File: src/rtl/uart_tx_arbiter_if.sv
// Bundle between the byte producers, the arbiter and the UART transmitter.
// The slave modport is the arbiter's view. The master modport is the view of
// the producers and transmitter (or a bench standing in for them).
interface uart_tx_arbiter_if #(
  parameter int NUM_REQ = 4
);
  localparam int ID_W = $clog2(NUM_REQ);

  logic [NUM_REQ-1:0]   req_valid;
  logic [NUM_REQ*8-1:0] req_data;
  logic [NUM_REQ-1:0]   req_ready;
  logic [7:0]           tx_data;
  logic                 tx_start;
  logic                 tx_done;
  logic [ID_W-1:0]      grant_id;
  logic                 busy;
  logic                 err_timeout;

  modport slave (
    input  req_valid,
    input  req_data,
    input  tx_done,
    output req_ready,
    output tx_data,
    output tx_start,
    output grant_id,
    output busy,
    output err_timeout
  );

  modport master (
    output req_valid,
    output req_data,
    output tx_done,
    input  req_ready,
    input  tx_data,
    input  tx_start,
    input  grant_id,
    input  busy,
    input  err_timeout
  );
endinterface

File: src/rtl/uart_tx_arbiter.sv
// Round-robin arbiter sharing one UART transmitter among NUM_REQ byte producers.
// Each grant accepts one byte and fires a one-cycle tx_start. The arbiter then
// waits for tx_done, or for a watchdog of TIMEOUT cycles, before it arbitrates again.
// Optional feature macro: UART_ARB_BURST_EN. When it is defined, the current owner
// keeps priority for up to BURST_LEN consecutive bytes while it keeps asserting valid.
module uart_tx_arbiter #(
  parameter int NUM_REQ   = 4,
  parameter int TIMEOUT   = 4096,
  parameter int BURST_LEN = 4
) (
  input  logic             clk,
  input  logic             rst,
  uart_tx_arbiter_if.slave bus
);
  localparam int ID_W = $clog2(NUM_REQ);
  localparam int WD_W = $clog2(TIMEOUT);

  localparam logic [ID_W:0]   NUM_REQ_X = (ID_W+1)'(NUM_REQ);
  localparam logic [ID_W-1:0] LAST_ID   = ID_W'(NUM_REQ - 1);
  localparam logic [WD_W-1:0] WD_LAST   = WD_W'(TIMEOUT - 1);

  typedef enum logic [1:0] {
    S_IDLE  = 2'd0,
    S_START = 2'd1,
    S_WAIT  = 2'd2
  } state_t;

  state_t          state_q, state_d;
  logic [ID_W-1:0] rr_ptr_q, rr_ptr_d;
  logic [ID_W-1:0] grant_id_q, grant_id_d;
  logic [7:0]      tx_data_q, tx_data_d;
  logic            tx_start_q, tx_start_d;
  logic            err_timeout_q, err_timeout_d;
  logic [WD_W-1:0] wd_cnt_q, wd_cnt_d;

`ifdef UART_ARB_BURST_EN
  localparam int BC_W = (BURST_LEN > 1) ? $clog2(BURST_LEN) : 1;
  localparam logic [BC_W-1:0] BURST_LAST = BC_W'(BURST_LEN - 1);
  logic [BC_W-1:0] burst_cnt_q, burst_cnt_d;
`endif

  logic [7:0]         req_byte [NUM_REQ];
  logic [NUM_REQ-1:0] ready_vec;
  logic               win_found;
  logic [ID_W-1:0]    win_idx;
  logic [ID_W:0]      cand;
  logic [ID_W-1:0]    next_ptr;

  // Split the flat data bus into bytes, and build the one-hot ready for the winner.
  generate
    for (genvar gi = 0; gi < NUM_REQ; gi++) begin : g_req
      assign req_byte[gi]  = bus.req_data[8*gi +: 8];
      assign ready_vec[gi] = (state_q == S_IDLE) && win_found && (win_idx == ID_W'(gi));
    end
  endgenerate

  // Ready is forced low while reset is held, even before the flops settle.
  assign bus.req_ready = rst ? '0 : ready_vec;

  // Scan the requesters starting at rr_ptr and wrapping; the first valid one wins.
  always_comb begin
    win_found = 1'b0;
    win_idx   = '0;
    cand      = '0;
    for (int k = 0; k < NUM_REQ; k++) begin
      cand = {1'b0, rr_ptr_q} + (ID_W+1)'(k);
      if (cand >= NUM_REQ_X) begin
        cand = cand - NUM_REQ_X;
      end
      if (!win_found && bus.req_valid[cand[ID_W-1:0]]) begin
        win_found = 1'b1;
        win_idx   = cand[ID_W-1:0];
      end
    end
  end

  // Pointer value that hands priority to the requester after the last owner.
  always_comb begin
    next_ptr = (grant_id_q == LAST_ID) ? '0 : grant_id_q + ID_W'(1);
  end

  // Compute the next state and the next values of all registered outputs.
  always_comb begin
    state_d       = state_q;
    rr_ptr_d      = rr_ptr_q;
    grant_id_d    = grant_id_q;
    tx_data_d     = tx_data_q;
    wd_cnt_d      = wd_cnt_q;
    err_timeout_d = 1'b0;
`ifdef UART_ARB_BURST_EN
    burst_cnt_d   = burst_cnt_q;
`endif
    unique case (state_q)
      S_IDLE: begin
        // When a winner exists its ready is high and its valid is high, so a transfer happens.
        if (win_found) begin
          tx_data_d  = req_byte[win_idx];
          grant_id_d = win_idx;
          state_d    = S_START;
        end
      end
      S_START: begin
        wd_cnt_d = '0;
        state_d  = S_WAIT;
      end
      S_WAIT: begin
        wd_cnt_d = wd_cnt_q + WD_W'(1);
        // If tx_done and watchdog expiry arrive together, tx_done wins and no error is raised.
        if (bus.tx_done) begin
          state_d = S_IDLE;
`ifdef UART_ARB_BURST_EN
          if (bus.req_valid[grant_id_q] && (burst_cnt_q < BURST_LAST)) begin
            rr_ptr_d    = grant_id_q;
            burst_cnt_d = burst_cnt_q + BC_W'(1);
          end else begin
            rr_ptr_d    = next_ptr;
            burst_cnt_d = '0;
          end
`else
          rr_ptr_d = next_ptr;
`endif
        end else if (wd_cnt_q == WD_LAST) begin
          state_d       = S_IDLE;
          err_timeout_d = 1'b1;
          rr_ptr_d      = next_ptr;
`ifdef UART_ARB_BURST_EN
          burst_cnt_d   = '0;
`endif
        end
      end
      default: begin
        state_d = S_IDLE;
      end
    endcase
    // tx_start is a registered copy of "in START", so it lasts exactly one cycle.
    tx_start_d = (state_d == S_START);
  end

  // State and output registers with asynchronous reset.
  always_ff @(posedge clk or posedge rst) begin
    if (rst) begin
      state_q       <= S_IDLE;
      rr_ptr_q      <= '0;
      grant_id_q    <= '0;
      tx_data_q     <= '0;
      tx_start_q    <= 1'b0;
      err_timeout_q <= 1'b0;
      wd_cnt_q      <= '0;
`ifdef UART_ARB_BURST_EN
      burst_cnt_q   <= '0;
`endif
    end else begin
      state_q       <= state_d;
      rr_ptr_q      <= rr_ptr_d;
      grant_id_q    <= grant_id_d;
      tx_data_q     <= tx_data_d;
      tx_start_q    <= tx_start_d;
      err_timeout_q <= err_timeout_d;
      wd_cnt_q      <= wd_cnt_d;
`ifdef UART_ARB_BURST_EN
      burst_cnt_q   <= burst_cnt_d;
`endif
    end
  end

  assign bus.tx_data     = tx_data_q;
  assign bus.tx_start    = tx_start_q;
  assign bus.grant_id    = grant_id_q;
  assign bus.err_timeout = err_timeout_q;
  assign bus.busy        = (state_q != S_IDLE);

endmodule

File: src/flat_wrapper.sv
// flat-port wrapper written by rule: the top's interface ports become plain ports
module uart_tx_arbiter_flat 
#(
  parameter int NUM_REQ   = 4,
  parameter int TIMEOUT   = 4096,
  parameter int BURST_LEN = 4
)
  (clk, rst, bus_req_valid, bus_req_data, bus_tx_done, bus_req_ready, bus_tx_data, bus_tx_start, bus_grant_id, bus_busy, bus_err_timeout);
  uart_tx_arbiter_if #(.NUM_REQ(NUM_REQ)) bus_i ();
  input  logic clk;
  input  logic rst;
  input wire logic [$bits(bus_i.req_valid)-1:0] bus_req_valid;
  input wire logic [$bits(bus_i.req_data)-1:0] bus_req_data;
  input wire logic [$bits(bus_i.tx_done)-1:0] bus_tx_done;
  output wire logic [$bits(bus_i.req_ready)-1:0] bus_req_ready;
  output wire logic [$bits(bus_i.tx_data)-1:0] bus_tx_data;
  output wire logic [$bits(bus_i.tx_start)-1:0] bus_tx_start;
  output wire logic [$bits(bus_i.grant_id)-1:0] bus_grant_id;
  output wire logic [$bits(bus_i.busy)-1:0] bus_busy;
  output wire logic [$bits(bus_i.err_timeout)-1:0] bus_err_timeout;
  assign bus_i.req_valid = bus_req_valid;
  assign bus_i.req_data = bus_req_data;
  assign bus_i.tx_done = bus_tx_done;
  assign bus_req_ready = bus_i.req_ready;
  assign bus_tx_data = bus_i.tx_data;
  assign bus_tx_start = bus_i.tx_start;
  assign bus_grant_id = bus_i.grant_id;
  assign bus_busy = bus_i.busy;
  assign bus_err_timeout = bus_i.err_timeout;
  uart_tx_arbiter #(.NUM_REQ(NUM_REQ), .TIMEOUT(TIMEOUT), .BURST_LEN(BURST_LEN)) u_core (.clk(clk), .rst(rst), .bus(bus_i));
endmodule
File: config.mk
export PLATFORM = sky130hd
export DESIGN_NAME = uart_tx_arbiter_flat
export DESIGN_NICKNAME = d
export VERILOG_FILES = /design/src/rtl/uart_tx_arbiter_if.sv /design/src/rtl/uart_tx_arbiter.sv /design/src/flat_wrapper.sv
export SDC_FILE = /design/constraint.sdc
export NUM_CORES = 1
export LEC_CHECK = 0
export ABC_AREA = 1
export CAP_MARGIN = 15
export CORE_ASPECT_RATIO = 0.7
export CORE_MARGIN = 4
export CORE_UTILIZATION = 40
export CTS_CLUSTER_SIZE = 14
export DETAILED_ROUTE_END_ITERATION = 10
export PLACE_DENSITY = 0.76
export SLEW_MARGIN = 20
export SYNTH_ARGS = -nofsm -noshare
export SYNTH_HDL_FRONTEND = slang
export SYNTH_SLANG_ARGS = --single-unit
File: constraint.sdc
create_clock -name clk -period 1.75 [get_ports clk]
set_input_delay 0.35 -clock clk [delete_from_list [all_inputs] [get_ports clk]]
set_output_delay 0.35 -clock clk [all_outputs]
set_load 0.005 [all_outputs]
==> flow_summary_export.csv <==
group,metric,value,unit
setup_path,crit_path_start,"bus_req_valid[3]",
route,avgViaCountPerCell,5.16,
timing,rsz0062_at_grt,"true",
synth,synth_edf_count,0,
die,core-area,4500,um2
timing,period_needed,2.40,ns
worst_hold_path,hold_class,"flop to flop",
synth,synth_top_area_share,36.0,%
synth,yosys.cell_types.count,29,
setup_path,worst_setup_path_end_kind,"output pin",
cts,clkTransAtPathRegs,0.10,ns
setup_path,cp.required,1.40,ns
pwr,p_leak,1.56,nW
setup_path,worstSetupEndpoint,"bus_req_ready[3]",
synth,postSynth.asyncResetShare,100,%
setup_path,r2r_end,"u_core.bus.tx_data[5]",
run_status,violations,"setup timing",
route,detail-route-antenna-nets,0,
die,die_area,6060,um2
route,drtIter0Drc,145,
timing,fmax,0.416,GHz
timing,hold_viol_final,0,
grt,grt-ovfl-total,0,
cells_and_area,num-nets-final,437,
synth,synth_warnings,0,
route,detail_route.wl_per_cell,13.9,um
setup_path,rr_startpoint,"u_core.rr_ptr_q[0]",
timing,finalSetupViolCount,15,
synth,synth_seq_cells,28,
setup_path,crit_type,"input pin to output pin",
cts,clock-root-buffer,"clkbuf_8",
synth,synth_nets,337,
cts,htree_levels,1,
setup_path,cp.depth,12,
timing,drv_slew,0,
grt,groute.usage.overall,20.1,%
route,first_pass_iters,4,
pwr,peakVddDrop,1.18,mV
setup_path,rrSetupSlack,-0.26,ns
route,wirelength,6190,um
route,drc,0,
timing,worst_pin_slew,0.565,ns
setup_path,path_cells,"clkdlybuf4s50_1 -> inv_2 -> nand2_1 -> nand2_1 -> nand2_1 -> o21ai_2 -> nand3b_1 -> nand3_2 -> nand2_4 -> buf_4 -> nor3_2 -> buf_2",
setup_path,cp_max_fo,4,
die,ios,56,
worst_hold_path,min_from,"u_core.bus.tx_data[4]",
timing,post-route-period-util,137,%
cts,cts_hold_buf,0,
cells_and_area,final_cell_mix,"114 x nand2_1, 48 x clkdlybuf4s50_1, 42 x buf_4",
synth,syn_area_per_cell,6.66,um2
place,hpwl,4250,um
synth,synth.top_cells.by_area,"dfrtp_1 36%, nand2_1 27%, nand4_1 6.4%",
cts,cts_buffers,3,
job,drv_cap,0,
die,die_y,66.4,um
setup_path,rr_worst_depth,16,
cells_and_area,fillers,374,
timing,hold_slack,0.496,ns
pwr,power_density,1970,nW/um2
pwr,power,6.24,mW
setup_path,cp_common_cell,"nand2_1",
place,io_buffers,55,
cells_and_area,antenna_cells,0,
grt,antenna_found_initial,0,
grt,grt_pass1_wl,9880,um
synth,synth_top_area_cell,"dfrtp_1",
timing,slew_headroom,62.0,%
synth,yosysSeqAreaShare,36.0,%
cells_and_area,drive_above_1_share,30.4,%
die,initial_core_util,43.2,%
cells_and_area,syn2layout_area_growth,63.2,%
run_status,status,"complete, but fails checks",
place,gp_congestion,0.844,
grt,grt_pass1_vias,2066,
setup_path,cp.arrival,2.05,ns
place,pre_cts_slack,-0.895,ns
setup_path,critPathBufInv,4,
synth,syn_area,1950,um2
timing,fin_tns_setup,-4.52,ns
cells_and_area,final_common_cell,"nand2_1",
synth,synth_ff_type,"dfrtp_1",
route,vias,2300,
cts,clk_latency,0.28,ns
die,std_cell_rows,20,
timing,worst_slack,-0.655,ns
cts,cts_tree,"done",
setup_path,slowest_delay,0.52,ns
synth,synth_cells,292,
setup_path,crit_slowest_cell,"clkdlybuf4s50_1",
cells_and_area,finish.utilization,70.5,%
cts,cts.sinks,28,
setup_path,crit_family,"buffers and inverters",
setup_path,start_kind,"input pin",
cts,clock_path_buffers,2,
timing,clock_skew,0.00846,ns
die,die_w,91.4,um
grt,grt_max_degree,29,
## synth_stat cells, types with 2 or more instances
library cell  count
nor3_1            9
inv_2             4
nand3_1          10
o21a_1            2
a21oi_1           9
inv_1            21
nand2_2           2
nor2_1           14
nor3b_1           2
buf_6             2
nand4_1          20
o21ai_0           6
nand2_1         138
ha_1              6
nand3_2           2
dfrtp_1          28
buf_2             5
## power breakdown
part	leakage, nW	switching [mW]	internal [mW]
sequential	0.364	0.181	0.857
combinational	1.16	2.60	2.09
clock	0.0357	0.211	0.307
total	1.56	2.99	3.25
## worst min path at each step
stage,depth (start not counted),end,slack [ns]
3_3_place_gp,2,u_core.bus.tx_data[4],0.46
4_1_cts,2,u_core.bus.tx_data[4],0.50
6_report,2,u_core.bus.tx_data[4],0.50
3_5_place_dp,2,u_core.bus.tx_data[4],0.47
2_1_floorplan,1,u_core.bus.err_timeout,0.42
5_1_grt,2,u_core.bus.tx_data[1],0.53
## routing by layer
metal,vias to the layer above,track usage [%],wire (um)
met1,1070,28.8,3040
met3,10,4.55,307
li1,1153,-,-
met4,0,3.76,75
met5,-,0,0
met2,67,31.2,2770
## kinds of logic after synthesis
| family | Yosys count | share of synthesized area, % |
|---|---|---|
| AOI/OAI and AO/OA | 21 | 6.24 |
| xor gates and xnor gates | 1 | 0.450 |
| adders and majority gates | 6 | 3.86 |
| buffers and inverters | 34 | 7.85 |
| DFF | 28 | 36.0 |
| and+or+nand+nor | 202 | 45.6 |
## worst min-delay path, cell delays in order, from the launching register on
cell,delay [ns]
dfrtp_1,0.36
nand2_1,0.05
nand2_1,0.06
## layout make-up
type / instances / area [um2] / area share [%]
Timing Repair Buffer: 103 / 913 / 28.8
Clock inverter: 1 / 30.0 / 0.946
Multi-Input combinational cell: 230 / 1300 / 41.1
Inverter: 26 / 114 / 3.59
Sequential cell: 28 / 703 / 22.2
Tap cell: 55 / 68.8 / 2.17
Clock buffer: 3 / 41.3 / 1.30
## metrics by stage
stage	std cells	area (um2)
6_report	446	3170
5_1_grt	446	3170
4_1_cts	444	3070
3_5_place_dp	426	2790
3_3_place_gp	426	2790
2_1_floorplan	292	2000
## state kept, by name, indices dropped and copies added, names as in the netlist
name                    cells
u_core.bus.err_timeout      1
u_core.bus.grant_id         2
u_core.bus.tx_data          8
u_core.bus.tx_start         1
u_core.rr_ptr_q             2
u_core.state_q              2
u_core.wd_cnt_q            12
## what timing repair did
| item | 4_1_cts | 5_1_grt |
|---|---|---|
| buffers inserted | 14 | 2 |
| resized for setup | 61 | 23 |
| pin swaps | 22 | 8 |
| setup endpoints to repair | 20 | 21 |
(Power assumes the default switching activity.)
